--- config.mk ---
export PLATFORM = sky130hd
export DESIGN_NAME = adc_scan_seq
export DESIGN_NICKNAME = d
export VERILOG_FILES = /design/src/rtl/adc_scan_seq.sv
export SDC_FILE = /design/constraint.sdc
export NUM_CORES = 1
export LEC_CHECK = 0
export CAP_MARGIN = 20
export CORE_MARGIN = 3
export CORE_UTILIZATION = 47
export CTS_CLUSTER_DIAMETER = 200
export DETAILED_ROUTE_END_ITERATION = 8
export PLACE_DENSITY = 0.71
export SYNTH_ARGS = -nofsm -noshare
export SYNTH_HDL_FRONTEND = slang
export SYNTH_SLANG_ARGS = --single-unit
--- constraint.sdc ---
create_clock -name clk -period 4 [get_ports clk]
set_input_delay 0.8 -clock clk [delete_from_list [all_inputs] [get_ports clk]]
set_output_delay 0.8 -clock clk [all_outputs]
set_load 0.1 [all_outputs]
--- src/rtl/adc_scan_seq.sv ---
// rtl/adc_scan_seq.sv - LTC2308 round-robin channel scan sequencer with sample register bank
module adc_scan_seq #(
  parameter int NUM_CH    = 8,
  parameter int CLK_DIV   = 2,
  parameter int TCONV_CYC = 80,
  parameter int RES_BITS  = 12
) (
  input  logic        clk,
  input  logic        reset,
  input  logic        start,
  input  logic        continuous,
  input  logic        stop,
  input  logic        uni,
  output logic        busy,
  output logic        smp_valid,
  output logic [11:0] smp_data,
  output logic [2:0]  smp_ch,
  input  logic [2:0]  rd_addr,
  output logic [11:0] rd_data,
  output logic        ADC_CONVST,
  output logic        ADC_SCLK,
  output logic        ADC_DIN,
  input  logic        ADC_DOUT
);

  typedef enum logic [2:0] {
    S_IDLE  = 3'd0,
    S_CONV  = 3'd1,
    S_WAIT  = 3'd2,
    S_SHIFT = 3'd3,
    S_STORE = 3'd4
  } state_t;

  localparam logic [11:0] LP_TCONV_LAST = 12'(TCONV_CYC - 1);
  localparam logic [11:0] LP_DIV_LAST   = 12'(CLK_DIV - 1);
  localparam logic [3:0]  LP_BIT_LAST   = 4'(RES_BITS - 1);
  localparam logic [2:0]  LP_CH_LAST    = 3'(NUM_CH - 1);
  localparam logic [3:0]  LP_NUM_CH     = 4'(NUM_CH);

  state_t      r_state;
  state_t      w_next;

  // frame timing and serial shift engine
  logic [11:0] r_cnt;
  logic        r_phase;
  logic [3:0]  r_bit;
  logic [11:0] r_shift;
  logic [5:0]  r_cfg;

  // scan bookkeeping: r_ch_ptr is configured in the current frame,
  // r_prev_ch owns the result being shifted in during the current frame
  logic [2:0]  r_ch_ptr;
  logic [2:0]  r_prev_ch;
  logic        r_priming;
  logic        r_cont;
  logic        r_stop;

  // sample output and register bank
  logic        r_smp_valid;
  logic [11:0] r_smp_data;
  logic [2:0]  r_smp_ch;
  logic [11:0] r_bank [0:7];
  logic [11:0] r_rd_data;

  logic        w_div_end;
  logic        w_shift_done;
  logic        w_pass_end;
  logic        w_new_sample;
  logic [5:0]  w_cfg;

  assign w_div_end    = (r_cnt == LP_DIV_LAST);
  assign w_shift_done = r_phase && w_div_end && (r_bit == LP_BIT_LAST);
  // stop and end-of-pass only take effect once a real sample has been produced,
  // so a priming frame always runs into a sample frame
  assign w_pass_end   = !r_priming &&
                        (r_stop || stop || ((r_prev_ch == LP_CH_LAST) && !r_cont));
  assign w_new_sample = (r_state == S_SHIFT) && w_shift_done && !r_priming;
  // S/D, O/S, S1, S0, UNI, SLP in transmit order
  assign w_cfg        = {1'b1, r_ch_ptr[0], r_ch_ptr[2], r_ch_ptr[1], uni, 1'b0};

  assign smp_valid = r_smp_valid;
  assign smp_data  = r_smp_data;
  assign smp_ch    = r_smp_ch;
  assign rd_data   = r_rd_data;

  // State register
  always_ff @(posedge clk) begin
    if (reset) begin
      r_state <= S_IDLE;
    end else begin
      r_state <= w_next;
    end
  end

  // Next-state decode
  always_comb begin
    w_next = r_state;
    case (r_state)
      S_IDLE:  if (start)                  w_next = S_CONV;
      S_CONV:  if (r_cnt == 12'd1)         w_next = S_WAIT;
      S_WAIT:  if (r_cnt == LP_TCONV_LAST) w_next = S_SHIFT;
      S_SHIFT: if (w_shift_done)           w_next = S_STORE;
      S_STORE: w_next = w_pass_end ? S_IDLE : S_CONV;
      default: w_next = S_IDLE;
    endcase
  end

  // ADC pin and status decode from state and shift counters
  always_comb begin
    busy       = (r_state != S_IDLE);
    ADC_CONVST = (r_state == S_CONV);
    ADC_SCLK   = (r_state == S_SHIFT) && r_phase;
    ADC_DIN    = 1'b0;
    if ((r_state == S_SHIFT) && (r_bit < 4'd6)) begin
      ADC_DIN = r_cfg[3'd5 - r_bit[2:0]];
    end
  end

  // Frame timer, SCLK phase/bit counters and DOUT capture on SCLK rise
  always_ff @(posedge clk) begin
    if (reset) begin
      r_cnt   <= '0;
      r_phase <= 1'b0;
      r_bit   <= '0;
      r_shift <= '0;
      r_cfg   <= '0;
    end else begin
      if ((r_state == S_IDLE) || (r_state != w_next)) begin
        r_cnt <= '0;
      end else if ((r_state == S_SHIFT) && w_div_end) begin
        r_cnt <= '0;
      end else begin
        r_cnt <= r_cnt + 12'd1;
      end

      if (r_state == S_SHIFT) begin
        if (w_div_end) begin
          r_phase <= ~r_phase;
          if (!r_phase) begin
            r_shift <= {r_shift[10:0], ADC_DOUT};
          end else begin
            r_bit <= r_bit + 4'd1;
          end
        end
      end else begin
        r_phase <= 1'b0;
        r_bit   <= '0;
      end

      // clearing the shifter here keeps short results zero-extended
      if (r_state == S_CONV) begin
        r_shift <= '0;
        r_cfg   <= w_cfg;
      end
    end
  end

  // Channel pointer, priming flag, mode and stop latches
  always_ff @(posedge clk) begin
    if (reset) begin
      r_ch_ptr  <= '0;
      r_prev_ch <= '0;
      r_priming <= 1'b0;
      r_cont    <= 1'b0;
      r_stop    <= 1'b0;
    end else begin
      if (r_state == S_IDLE) begin
        r_stop <= start & stop;
        if (start) begin
          r_ch_ptr  <= '0;
          r_prev_ch <= '0;
          r_priming <= 1'b1;
          r_cont    <= continuous;
        end
      end else if ((r_state == S_STORE) && (w_next == S_IDLE)) begin
        r_stop <= 1'b0;
      end else if (stop) begin
        r_stop <= 1'b1;
      end

      if ((r_state == S_STORE) && (w_next == S_CONV)) begin
        r_prev_ch <= r_ch_ptr;
        r_ch_ptr  <= (r_ch_ptr == LP_CH_LAST) ? 3'd0 : r_ch_ptr + 3'd1;
        r_priming <= 1'b0;
      end
    end
  end

  // Sample publish (valid during STORE) and bank write at the end of STORE
  always_ff @(posedge clk) begin
    if (reset) begin
      r_smp_valid <= 1'b0;
      r_smp_data  <= '0;
      r_smp_ch    <= '0;
      for (int i = 0; i < 8; i++) begin
        r_bank[i] <= '0;
      end
    end else begin
      r_smp_valid <= w_new_sample;
      if (w_new_sample) begin
        r_smp_data <= r_shift;
        r_smp_ch   <= r_prev_ch;
      end
      if (r_smp_valid) begin
        r_bank[r_smp_ch] <= r_smp_data;
      end
    end
  end

  // Registered bank readback; unused channel addresses read as zero
  always_ff @(posedge clk) begin
    if (reset) begin
      r_rd_data <= '0;
    end else begin
      r_rd_data <= ({1'b0, rd_addr} < LP_NUM_CH) ? r_bank[rd_addr] : 12'd0;
    end
  end

endmodule
==> metrics.txt <==
worst setup path category=flip-flop to output port; minimum clock period=3.13 ns; GP Congestion=0.813; largest net degree at the start of global routing=34; distinct cell type count after synthesis=50; Yosys reg bits=170; clk sinks=170; port bufs=41; Die W=130 µm; Achievable Freq=0.319 GHz; hold_ws=0.469 ns; Die Area=17000 µm²; Hold Violations, Final=0; Most Crowded Layer GR=met2; DR vias/cell=5.50; Ys Warns=0; met1 Usage GRT=0.250; Setup Skew=0.00787 ns; CTS H-tree lvls=4; Post-synth EDFFs=96; fin crit share=0.783; clock tree from TritonCTS=yes; initial core utilization=0.491; post-route worst setup slack=0.867 ns; CTS buffer count=17; clk_lat worst skew=0.42 ns; endpoint class of the critical path=output port; Worst Path Required=3.20 ns; Seq/Total Area, Yosys=0.600; Tightest Pin Transition=1.06 ns; post-route insts no fill=814; Worst setup SP type=flip-flop; Post-CTS Setup Inserts=0; first-pass GRT wire length=24500 µm; Row Count=44; Post-Syn Area=7270 µm²; Layout Nets=633; total power divided by cell area=465 nW/µm²; hold_buf cts=0; Layout area overhead=16.8%; post-CTS sizing=0; wire per inst=18.6 µm; total routed wirelength=15100 µm; adder-cell area share of the yosys netlist=0.0103; residual DRC count=0; most frequent cells in the layout=and2_1 (97), edfxtp_1 (96), dfxtp_1 (74); Static Leak=0.00309 µW; flop-to-flop setup slack=1.66 ns; # setup viols final=0; M3 GR Usage=0.0394; Util after Layout=0.574; final setup TNS=0 ns; RSZ-0062 raised after global routing=false; initial antenna violation count=0; area share of xor/xnor cells in the synthesized design=0.0145; syn nets=590; largest family of logic cells by synthesized area=simple AND/OR/NAND/NOR gates; Mapped Cells=574; commonest non-fill, non-tap cell in the layout=and2_1; Post-Synth Simple-Gate Area=0.191; gr usage total=0.191; cell at the root of the clock tree=clkbuf_16; Antenna Nets Post-Route=0; share of layout cells above drive strength 1=0.132; Post-Syn Area per Cell=12.7 µm²; die height=130 µm; DRT iter0 DRCs=424; met2 Use GR=0.320; HPWL Detailed=9850 µm; I/O pin count=42; asr flop ratio synth=0; Max VDD drop=0.310 mV; main flop type after synthesis=edfxtp_1; max cap viols=0; Overflow after GRT=0; Worst Hold Class=flip-flop to flip-flop; crit path DAT=2.33 ns; CTS clk-pin slew, worst paths=0.06 ns; mux cell area share after synthesis=0.133; vias in the first global route=4582; CP max FO=14; Vias=4477; Core ar.=14800 µm²; Max clock buf depth=2; outcome=finished, final reports clean; Slew headroom=0.290; diode count=0; Synth Area in Compound Gates=0.0304; drt first pass iters=5; cell count after placement=782; pre-CTS setup slack=1.04 ns; Max Slew Vio Count=0
==> report_power, final <==
group / internal, µW / leakage (µW) / switching (µW)
Clock: 1060 / 0.000298 / 655
Sequential: 1910 / 0.00151 / 24.2
Combinational: 101 / 0.00128 / 203
Total: 3070 / 0.00309 / 883
==> cell type report <==
type	instances	area [µm²]
tap	184	230
sequential	170	4360
clock buffer	21	450
clock inverter	11	168
inverter	6	22.5
timing repair buffer	53	493
multi-input combinational	369	2770
fill	1198	6310
==> logic make-up after synthesis <==
kind of cell | Yosys count
xor gates and xnor gates | 12
muxes | 67
and+or+nand+nor | 250
adders and majority gates | 6
DFF | 170
AOI/OAI and AO/OA | 34
buffers and inverters | 35
==> worst max-delay path, cell delays in order (launching register included) <==
cell and delay, ns:
dfxtp_1 0.60, or3_1 0.18, clkdlybuf4s50_1 1.13
==> metal layers <==
layer	part of all wire	vias up
met1	0.43	2197
met5	0	-
met3	0.055	22
met4	0.016	0
met2	0.50	129
li1	-	2129
==> sequential cells by signal, indices dropped and copies added (netlist names), 3 cells and up <==
name	cells
r_bank	96
r_bit	4
r_cfg	5
r_ch_ptr	3
r_cnt	12
r_prev_ch	3
r_shift	12
r_state	3
rd_data	12
smp_ch	3
smp_data	12
==> stage by stage <==
stage | power (µW) | cell area (µm²)
after floorplan | 2190 | 7280
after detailed placement | 2280 | 7880
after global placement | 2270 | 7880
after CTS | 3990 | 8500
final | 3950 | 8500
after global routing | 4090 | 8500
==> Yosys cell counts, types with 3 or more instances <==
cell | instances | area (µm²)
and2_1 | 97 | 607
nor2b_1 | 3 | 18.8
dfxtp_1 | 74 | 1480
xor2_1 | 10 | 87.6
a22o_1 | 5 | 43.8
nand3_1 | 6 | 30.0
clkbuf_1 | 22 | 82.6
buf_1 | 3 | 11.3
mux2i_1 | 43 | 430
nand2_1 | 38 | 143
mux4_2 | 24 | 541
or2_2 | 4 | 25.0
edfxtp_1 | 96 | 2880
nor3_1 | 7 | 35.0
and3_1 | 3 | 18.8
o21ai_0 | 10 | 50.1
nand2b_1 | 4 | 25.0
or3_1 | 3 | 18.8
a21oi_1 | 8 | 40.0
nand4_1 | 5 | 31.3
nor2_1 | 62 | 233
ha_1 | 6 | 75.1
inv_1 | 6 | 22.5
==> worst paths after layout <==
kind / cells past startpoint / from / end
hold reg to reg: 2 / r_shift[11] / smp_data[11]
hold / removal: 2 / r_shift[11] / smp_data[11]
setup reg to reg: 5 / r_cnt[0] / smp_data[6]
setup / recovery: 2 / r_state[2] / busy
(Power assumes the default switching activity.)
